`src/rtl/adc_osr_pkg.sv`:
```
// Shared definitions for the ADC oversampling path: result width, OSR mode
// encodings and the largest oversampling ratio.
package adc_osr_pkg;

  localparam int ADC_OSR_DATA_W      = 16;
  localparam int ADC_OSR_MAX_SAMPLES = 256;

  typedef enum logic [2:0] {
    OSR_BYPASS = 3'b000,
    OSR_X4     = 3'b001,
    OSR_X16    = 3'b010,
    OSR_X64    = 3'b011,
    OSR_X256   = 3'b100
  } osr_mode_e;

endpackage

```
`src/rtl/adc_strobe_sync.sv`:
```
// Brings an asynchronous strobe into clk and emits a one-cycle pulse per
// rising edge of the strobe.
module adc_strobe_sync #(
  parameter int SYNC_STAGES = 2
) (
  input  logic clk,
  input  logic rst_n,
  input  logic async_in,
  output logic pulse_out
);

  logic [SYNC_STAGES-1:0] sync_q, sync_d;
  logic                   edge_q, edge_d;

  always_comb begin
    sync_d = {sync_q[SYNC_STAGES-2:0], async_in};
    edge_d = sync_q[SYNC_STAGES-1];
  end

  always_ff @(posedge clk or negedge rst_n) begin
    if (!rst_n) begin
      sync_q <= '0;
      edge_q <= 1'b0;
    end else begin
      sync_q <= sync_d;
      edge_q <= edge_d;
    end
  end

  assign pulse_out = sync_q[SYNC_STAGES-1] & ~edge_q;

endmodule

```
`src/rtl/adc_osr_reader.sv`:
```
// System-clock consumer of oversampler results: synchronises the done strobe,
// buffers results in a FWFT FIFO and tracks accepted count and overflow.
module adc_osr_reader
  import adc_osr_pkg::*;
#(
  parameter int FIFO_DEPTH  = 4,
  parameter int SYNC_STAGES = 2,
  parameter int DATA_W      = ADC_OSR_DATA_W
) (
  input  logic                          clk,
  input  logic                          rst_n,
  input  logic [DATA_W-1:0]             osr_data_in,
  input  logic                          osr_done_in,
  input  logic                          enable_in,
  input  logic                          rd_ready_in,
  output logic                          rd_valid_out,
  output logic [DATA_W-1:0]             rd_data_out,
  output logic [$clog2(FIFO_DEPTH):0]   fifo_level_out,
  output logic                          overflow_out,
  input  logic                          overflow_clr_in,
  output logic [15:0]                   sample_count_out
);

  localparam int PTR_W = $clog2(FIFO_DEPTH);
  localparam int LVL_W = PTR_W + 1;
  localparam logic [LVL_W-1:0] FULL_LVL = LVL_W'(FIFO_DEPTH);

  logic capture;

  adc_strobe_sync #(
    .SYNC_STAGES (SYNC_STAGES)
  ) u_strobe_sync (
    .clk       (clk),
    .rst_n     (rst_n),
    .async_in  (osr_done_in),
    .pulse_out (capture)
  );

  logic [DATA_W-1:0] mem_q [FIFO_DEPTH];
  logic [PTR_W-1:0]  wr_ptr_q, wr_ptr_d;
  logic [PTR_W-1:0]  rd_ptr_q, rd_ptr_d;
  logic [LVL_W-1:0]  level_q, level_d;
  logic              overflow_q, overflow_d;
  logic [15:0]       count_q, count_d;
  logic              push, pop, full, wr_en, drop;

  always_comb begin
    push  = capture & enable_in;
    full  = (level_q == FULL_LVL);
    pop   = (level_q != '0) & rd_ready_in;
    // A pop in the same cycle frees the slot, so a full FIFO can still accept.
    wr_en = push & (~full | pop);
    drop  = push & full & ~pop;

    wr_ptr_d   = wr_en ? wr_ptr_q + PTR_W'(1) : wr_ptr_q;
    rd_ptr_d   = pop   ? rd_ptr_q + PTR_W'(1) : rd_ptr_q;
    count_d    = wr_en ? count_q + 16'd1      : count_q;

    level_d = level_q;
    if (wr_en && !pop)      level_d = level_q + LVL_W'(1);
    else if (pop && !wr_en) level_d = level_q - LVL_W'(1);

    overflow_d = overflow_q;
    if (overflow_clr_in) overflow_d = 1'b0;
    if (drop)            overflow_d = 1'b1;
  end

  always_ff @(posedge clk or negedge rst_n) begin
    if (!rst_n) begin
      wr_ptr_q   <= '0;
      rd_ptr_q   <= '0;
      level_q    <= '0;
      overflow_q <= 1'b0;
      count_q    <= 16'd0;
    end else begin
      wr_ptr_q   <= wr_ptr_d;
      rd_ptr_q   <= rd_ptr_d;
      level_q    <= level_d;
      overflow_q <= overflow_d;
      count_q    <= count_d;
    end
  end

  // Storage needs no reset: the head is masked to zero while empty.
  always_ff @(posedge clk) begin
    if (wr_en) mem_q[wr_ptr_q] <= osr_data_in;
  end

  assign rd_valid_out     = (level_q != '0);
  assign rd_data_out      = rd_valid_out ? mem_q[rd_ptr_q] : '0;
  assign fifo_level_out   = level_q;
  assign overflow_out     = overflow_q;
  assign sample_count_out = count_q;

endmodule

```
`config.mk`:
```
export PLATFORM = sky130hd
export DESIGN_NAME = adc_osr_reader
export DESIGN_NICKNAME = d
export VERILOG_FILES = /design/src/rtl/adc_osr_pkg.sv /design/src/rtl/adc_strobe_sync.sv /design/src/rtl/adc_osr_reader.sv
export SDC_FILE = /design/constraint.sdc
export NUM_CORES = 1
export LEC_CHECK = 0
export BUFFER_PORTS_ARGS = -buffer_cell sky130_fd_sc_hd__clkbuf_2
export CAP_MARGIN = 20
export CORE_UTILIZATION = 56
export DETAILED_ROUTE_END_ITERATION = 6
export PLACE_DENSITY = 0.8
export SLEW_MARGIN = 30
export SYNTH_ARGS = -nofsm -noshare
export SYNTH_HDL_FRONTEND = slang
export SYNTH_SLANG_ARGS = --single-unit
```
`constraint.sdc`:
```
create_clock -name clk -period 3.1 [get_ports clk]
set_input_delay 0.465 -clock clk [delete_from_list [all_inputs] [get_ports clk]]
set_output_delay 0.465 -clock clk [all_outputs]
set_load 0.1 [all_outputs]
```
Yosys cells after proc, flatten, opt, wreduce, memory -nomap -nowiden
Memory sizes are Yosys's and may differ from the RTL's.
Index checks and enable logic that the tools add are counted.
W data, S select, Z words.
{ "word_totals": {"ff_bits": 27, "wordCells": 38, "n_memories": 1, "ram_bits": 64, "output_inout_bits": 37} }
{ "mem_list": {"columns": ["memory", "words", "word_bits", "read_ports", "rd_ports_with_merged_regs", "wr", "line_no", "source"], "rows": [
  ["mem_q", 4, 16, 1, 0, 1, "adc_osr_reader.sv:39", "logic [DATA_W-1:0] mem_q [FIFO_DEPTH];"]
]} }
{ "op_classes": {"reduce_logical": 7, "bitwise": 10, "eq_ne": 1, "muxes": 7, "n_addsub": 5} }
{ "op_table": {"columns": ["cell", "n"], "rows": [
  ["$add A16 B1 Y16 const B", 1],
  ["$mux W16", 1],
  ["$and A1 B1 Y1", 6],
  ["$mux W3", 2],
  ["$add A2 B1 Y2 const B", 2],
  ["$mux W1", 4],
  ["$reduce_bool A2 Y1", 2],
  ["$add A3 B1 Y3 const B", 1],
  ["$eq A3 B3 Y1 const B", 1],
  ["$not A1 Y1", 3],
  ["$reduce_bool A3 Y1", 1],
  ["$sub A3 B1 Y3 const B", 1],
  ["$logic_and A1 B1 Y1", 2],
  ["$logic_not A1 Y1", 2],
  ["$or A1 B1 Y1", 1]
]} }

Longest topological paths before layout
Gate-level depths: netlist of the first run.
{ "depth": {"ltp_word": 8, "depth_mapped": 10} }

Hierarchy
From an unflattened synthesis of the first run, not the netlist that was laid out.
{ "hier_totals": {"hier_cells": 201, "hier_area_um2": 3674.8} }
{ "by_module_without_submodules": {"columns": ["mod", "seq_area_each_um2", "cells_each", "area_each_um2", "n_inst"], "rows": [
  ["adc_osr_reader", 2522.4, 197, 3585.9, 1],
  ["adc_strobe_sync", 75.1, 4, 88.8, 1]
]} }

Worst setup path before layout of the first run
No wires, ideal clock.
{ "synth_timing": {"path_type": "register to output", "startpoint": "register level_q[0], in the netlist fifo_level_out[0]", "endpoint": "output port rd_data_out[10]", "n_path_buf": 2, "slack_ns": -0.631, "stages_incl_launch_ff": 5, "arrival_ns": 3.266, "cell_sequence": "dfrtp_1 > or3_1 > clkbuf_1 > clkbuf_1 > and2_1"} }
{ "synth_via": {"elab_chain_cells": 2} }
{ "synth_lines": {"columns": ["item", "line_no", "source"], "rows": [
  ["from (decl)", "adc_osr_reader.sv:42", "logic [LVL_W-1:0] level_q, level_d;"],
  ["from (signal assigned)", "adc_osr_reader.sv:78", "level_q <= level_d;"],
  ["$reduce_bool A3 Y1", "adc_osr_reader.sv:89", "assign rd_valid_out = (level_q != '0);"],
  ["net rd_valid_out", "adc_osr_reader.sv:16", "output logic rd_valid_out,"],
  ["$mux W16", "adc_osr_reader.sv:90", "assign rd_data_out = rd_valid_out ? mem_q[rd_ptr_q] : '0;"],
  ["to (decl)", "adc_osr_reader.sv:17", "output logic [DATA_W-1:0] rd_data_out,"]
]} }
The timed path passes the listed nets, and every way through them passes these cells.

Worst setup path in the final report of the first run
{ "layout_timing": {"startpoint": "register level_q[0], in the netlist fifo_level_out[0]", "endpoint": "output port rd_data_out[12]"} }
{ "layout_via": {"elab_chain_cells": 2} }
{ "layout_lines": {"columns": ["item", "line_no"], "rows": [
  ["$reduce_bool A3 Y1", "adc_osr_reader.sv:89"],
  ["$mux W16", "adc_osr_reader.sv:90"]
]} }
Every way passes these cells.

==> impl_metrics.tcl, run 1 <==
set metrics [dict create \
    worstHoldPathType "input port to async pin" \
    post_synth_top_area_cell "edfxtp_1" \
    n_antenna_cell 0 \
    place.gp.congestion 0.738 \
    drv_cap 0 \
    multi_input_comb_area_um2 1030 \
    die_area_um2 6900 \
    max-clock-path-buffers 2 \
    fillers 417 \
    cts_post_setup_buffers_inserted 0 \
    fin_worst_skew_ns 0.0107 \
    synthesis.area_um2 3680 \
    synthesis.instances 205 \
    register_area_share_after_synthesis_pct 70.5 \
    drt_wl_total_um 6160 \
    critPathLaunchType "flip-flop" \
    num_vias 1931 \
    placementRows 29 \
    postSynthAreaPerCell_um2 18.0 \
    final_cells 355 \
    cells_after_dpl 339 \
    post_cts_hold_buffer_count 0 \
    fp.dieH_um 83.1 \
    area.growth.synth_to_final_pct 16.5 \
    slew_viol_final 0 \
    finalSetupViolCount 0 \
    synth-warning-count 0 \
    synth_fp_nets 234 \
    final_util_pct 67.6 \
    fp.coreArea_um2 6350 \
    cp_data_required_time_ns 2.63 \
    grt_max_degree 28 \
    wire_per_inst_um 17.3 \
    yosys_register_bits 91 \
    ctsRootBufferMaster "clkbuf_8" \
    tightestPinTransition_ns 0.674 \
    route.antenna.remaining_nets 0 \
    cell_by_cell_trace_of_the_critical_path "or3_1 > and2_2 > clkbuf_2" \
    postCtsResizedCells 0 \
    cts.sinks 91 \
    dp_hpwl_um 3950 \
    grt_overflow_total 0 \
    post_route_cells_drive_above_1_share_pct 39.2 \
    fin_nets 302 \
    placed_cell_area_um2 4080 \
    slew_headroom_pct 55.1 \
    seq_area_um2 2600 \
    worst-endpoint-arrival_ns 2.12 \
    start_util_pct 58.0 \
    initial_antenna_violation_count 0 \
    final_hold_viol_count 0 \
    post_dr_vias_cell 5.44 \
    min_period_ns 2.58 \
    floorplan.die.width_um 83.1 \
    outcome "finished, final reports clean" \
    drtPass1Iterations 4 \
    grt_pass1_vias 2069 \
    synth.distinct_cells 30 \
    post-route-drc-count 0 \
    all_layer_global_routing_usage_pct 20.3 \
    cpPeakStageDelay_ns 0.64 \
    drtIter0Drc 133 \
    timing.setup.tns_ns 0 \
    crit_slowest_cell "or3_1" \
    cts_htree_levels 3 \
    numPortBuffers 58 \
    ioPinCount 59 \
    numCtsBuffers 9 \
    grt_pass1_wl_um 10500 \
    path_max_fanout 19 \
    rsz0062_at_grt "false" \
    synth_top_cells_by_area "edfxtp_1 52%, dfrtp_1 18%, mux4_2 9.8%" \
    tritoncts "yes" \
    clkLatencyLatePin_ns 0.35 \
    final_design_area_no_fill_um2 4290 \
    cts.clk_slew.worst_paths_ns 0.09 \
    fmaxAchievable_mhz 387 \
    crit_type "flip-flop to primary output" \
    kind_of_capture_point_of_the_worst_setup_path "primary output" \
    synth_top_cell_area_share_pct 52.2 \
    min_period_over_period_pct 83.3 \
]
[cell usage in the layout, fill, tap and decap left out, types with 5 or more instances in the layout]
cell and count:
edfxtp_1 64, clkbuf_2 58, dfrtp_1 27, mux4_2 16, xnor2_1 13, and2_1 12
and2_2 9, clkbuf_8 9, xor2_1 8, nand4_1 7, buf_4 7, ha_1 6
nand3_1 5
[state kept, by name (all words and copies together), names as in the netlist]
register,count
fifo_level_out,3
mem_q,64
overflow_out,1
rd_ptr_q,2
sample_count_out,16
u_strobe_sync.edge_q,1
u_strobe_sync.sync_q,2
wr_ptr_q,2
[worst paths after layout]
kind                       depth (start not counted)  slack [ns]                 endpoint               startpoint
setup / recovery                                   3        0.52          rd_data_out[12]        fifo_level_out[0]
hold / removal                                     1        0.13     sample_count_out[14]                    rst_n
max in group asynchronous                          1        2.53              rd_ptr_q[1]                    rst_n
setup reg to reg                                   8        0.62        fifo_level_out[2]        fifo_level_out[0]
min in group clk                                   1        0.21  u_strobe_sync.sync_q[0]              osr_done_in
hold reg to reg                                    0        0.36  u_strobe_sync.sync_q[1]  u_strobe_sync.sync_q[0]
[cells by family (layout without fill, tap and decap cells)]
kind of cell             after synthesis  count (layout)  synth area share [%]
multiplexers                          18              18                  10.5
adder cells (fa/ha/maj)                7               7                  2.58
flip-flops                            91              91                  70.5
AND/OR/NAND/NOR                       54              54                  9.17
XOR/XNOR                              21              21                  5.00
buffers and inverters                 12              85                  1.90
AO/OA/AOI/OAI                          2               2                 0.306
[critical path: cells and delay by family (launching register included)]
| family | cells | cell delay (ns) |
|---|---|---|
| AND/OR/NAND/NOR | 2 | 0.93 |
| flip-flops | 1 | 0.46 |
| buffers and inverters | 1 | 0.37 |
[cells in the mapped netlist]
library cell / n
nand3_1: 5
xnor2_1: 13
nand2_1: 4
nor2b_4: 1
buf_2: 2
o21ai_1: 1
o22ai_1: 1
nand2_4: 1
clkbuf_1: 3
or4b_4: 1
nand3b_1: 2
buf_8: 1
mux2_2: 1
nor2_1: 3
mux2_4: 1
dfrtp_1: 27
fa_1: 1
nand4_1: 7
xor2_1: 8
or3_1: 1
buf_6: 1
buf_4: 1
inv_1: 4
and4_1: 2
mux4_2: 16
and3_1: 3
nor3_1: 3
and2_1: 21
ha_1: 6
edfxtp_1: 64
[layer usage]
layer	part of all wire (%)	up-vias	GRT usage [%]
met5	0	-	0
met4	2.5	0	8.78
met3	3.6	12	5.07
met2	50	50	32.0
met1	43	957	27.2
li1	-	912	-
[area by class of cell]
class,instances,share of cell area [%]
Sequential cell,91,60.5
Multi-Input combinational cell,102,23.9
Timing Repair Buffer,65,7.99
Clock buffer,9,2.89
Tap cell,77,2.24
Clock inverter,7,2.10
Inverter,4,0.350
[stage by stage]
step           hold WS (ns)  setup slack, ns
2_1_floorplan         0.169            0.106
3_3_place_gp          0.334            0.735
3_5_place_dp          0.346            0.674
4_1_cts               0.141            0.494
5_1_grt               0.174            0.399
6_report              0.131            0.519
Power of run 1 is left out: the tool's default activity adds up to more than one toggle a clock period on the data nets, which glitch-free logic cannot reach.
==> run 2: changes to the inputs <==
ABC_AREA = 1   (was default)
clock period = 2.5 ns   (was 3.1 ns; I/O delays follow)
==> impl_metrics.tcl, run 2 <==
set metrics [dict create \
    post_route_cells_drive_above_1_share_pct 28.6 \
    grt_max_degree 34 \
    drt_wl_total_um 8120 \
    place.gp.congestion 0.826 \
    postSynth.topFlopCell "edfxtp_1" \
    rsz0062_at_grt "false" \
    synth-warning-count 0 \
    crit_slowest_cell "dfrtp_2" \
    critical-path-top-delay-family "flip-flops" \
    cts.sinks 91 \
    post_synth_top_area_cell "edfxtp_1" \
    synth_common_cells "80 x nor2_1, 64 x edfxtp_1, 50 x nand2_1" \
    top_register "mem_q" \
    most_common_cell_after_layout_fill_and_taps_aside "nor2_1" \
    critPathBufInv 2 \
    n_antenna_cell 0 \
    fin_nets 457 \
    r2r-start "fifo_level_out[2]" \
    dp_hpwl_um 5470 \
    fp.dieH_um 86.2 \
    slew_viol_final 0 \
    final_hold_viol_count 0 \
    drtPass1Iterations 4 \
    area.growth.synth_to_final_pct 26.2 \
    slew_headroom_pct 54.3 \
    cpPeakStageDelay_ns 0.61 \
    grt_pass1_vias 2843 \
    seq_area_um2 2610 \
    kind_of_capture_point_of_the_worst_setup_path "primary output" \
    ctsRootBufferMaster "clkbuf_8" \
    synth.distinct_cells 31 \
    numCtsBuffers 9 \
    finalSetupViolCount 0 \
    synth_top_cell_area_share_pct 48.4 \
    grt_overflow_total 0 \
    route.antenna.remaining_nets 0 \
    post-route-drc-count 0 \
    crit_type "flip-flop to primary output" \
    grt_pass1_wl_um 13700 \
    cp_data_required_time_ns 2.12 \
    critPathLaunchType "flip-flop" \
    number_of_enable_flip_flop_cells_after_synthesis 64 \
    multi_input_comb_area_um2 1350 \
    die_area_um2 7430 \
    drv_cap 0 \
    register_area_share_after_synthesis_pct 65.4 \
    min_period_ns 2.30 \
    floorplan.die.width_um 86.2 \
    outcome "finished, final reports clean" \
    synthesis.area_um2 3970 \
    postSynthAreaPerCell_um2 11.0 \
    cts_htree_levels 3 \
    clkLatencyLatePin_ns 0.35 \
    synth_top_cells_by_area "edfxtp_1 48%, dfrtp_1 17%, nor2_1 7.6%" \
    placementRows 30 \
    path_max_fanout 18 \
    tightestPinTransition_ns 0.685 \
    number_of_flip_flops_in_the_largest_register 64 \
    min_period_over_period_pct 91.8 \
    start_util_pct 58.1 \
    max-clock-path-buffers 2 \
    cell_by_cell_trace_of_the_critical_path "inv_2 > nor2_1 > o21ai_1 > a21oi_4 > buf_12" \
    async_sr_flop_fraction_pct 29.7 \
    timing.setup.tns_ns 0 \
    ioPinCount 59 \
    tritoncts "yes" \
    post_dr_vias_cell 5.32 \
    layout.cells.most_common_list "80 x nor2_1, 64 x edfxtp_1, 50 x nand2_1, 42 x clkbuf_2, 22 x dfrtp_1" \
    regToRegSetupSlack_ns 0.46 \
    yosys_register_bits 91 \
    rr_worst_depth 9 \
    fmaxAchievable_mhz 436 \
    numPortBuffers 58 \
    drtIter0Drc 200 \
    synth_fp_nets 390 \
    initial_antenna_violation_count 0 \
    worstHoldPathType "input port to async pin" \
    fillers 475 \
    r2r_end "fifo_level_out[2]" \
    all_layer_global_routing_usage_pct 25.0 \
    num_vias 2816 \
    worst-endpoint-arrival_ns 1.92 \
    wire_per_inst_um 15.3 \
    cts.clk_slew.worst_paths_ns 0.08 \
    fp.coreArea_um2 6830 \
    post-synth-top-count-cell "nor2_1" \
    synthesis.instances 361 \
    final_util_pct 73.3 \
    fin_worst_skew_ns 0.00849 \
]
## run 2: cell types whose count changed in the layout (fill, tap and decap cells not counted), moves of 6 or more
cell / change
a21oi_4: +11
nor2_1: +77
and2_1: -12
inv_1: +15
o21ai_0: +19
and2_2: -9
buf_12: +17
a21oi_2: +6
o21ai_1: +15
clkbuf_2: -16
xnor2_1: -10
nand2_1: +46
mux4_2: -16
## run 2: layout make-up
type	instances	area share [%]
inverter	25	1.92
tap	96	2.40
sequential	91	52.0
clock inverter	7	1.85
multi-input combinational	233	26.9
timing repair buffer	68	12.4
clock buffer	9	2.47
## run 2: worst max path at each step
stage                                  from               to  slack [ns]  cells after the start
after floorplan           fifo_level_out[1]  rd_data_out[10]        0.02                      5
after global placement          rd_ptr_q[1]   rd_data_out[2]        0.43                      5
after detailed placement        rd_ptr_q[1]   rd_data_out[9]        0.40                      5
after CTS                       rd_ptr_q[0]   rd_data_out[9]        0.08                      4
after global routing            rd_ptr_q[0]  rd_data_out[10]        0.07                      6
final                           rd_ptr_q[1]   rd_data_out[8]        0.20                      5
## run 2: repair_timing
| item | in CTS | in global routing |
|---|---|---|
| pin swaps | 0 | 0 |
| setup endpoints to repair | 5 | 3 |
| setup buffers | 0 | 0 |
| resized for setup | 2 | 3 |
| hold buffers | 0 | 0 |
| gates cloned | 0 | 0 |
## run 2: per-layer routing
metal,routed length [µm],track usage (%),vias up
met4,72,8.79,0
li1,-,-,1345
met2,4310,42.5,98
met1,3330,31.0,1365
met3,405,6.67,8
met5,0,0,-
## run 2: stage by stage
| stage | std cells | setup WS [ns] | instance area [µm²] | hold WS [ns] |
|---|---|---|---|---|
| floorplan | 361 | 0.0160 | 4120 | 0.0794 |
| global placement | 513 | 0.431 | 4780 | 0.335 |
| finish | 529 | 0.204 | 5010 | 0.0496 |
| detailed placement | 513 | 0.404 | 4780 | 0.337 |
| CTS | 529 | 0.0765 | 5000 | 0.0604 |
| global route | 529 | 0.0739 | 5010 | 0.0832 |
## run 2: cells by family (layout without fill, tap and decap cells)
kind of cell / Yosys count / in the layout / synth area share (%)
XOR/XNOR: 10 / 10 / 2.21
multiplexers: 1 / 1 / 0.284
AND/OR/NAND/NOR: 160 / 160 / 18.3
buffers and inverters: 37 / 109 / 4.10
adder cells (fa/ha/maj): 7 / 7 / 2.40
flip-flops: 91 / 91 / 65.4
AO/OA/AOI/OAI: 55 / 55 / 7.25
Power of run 2 is left out for the same reason.
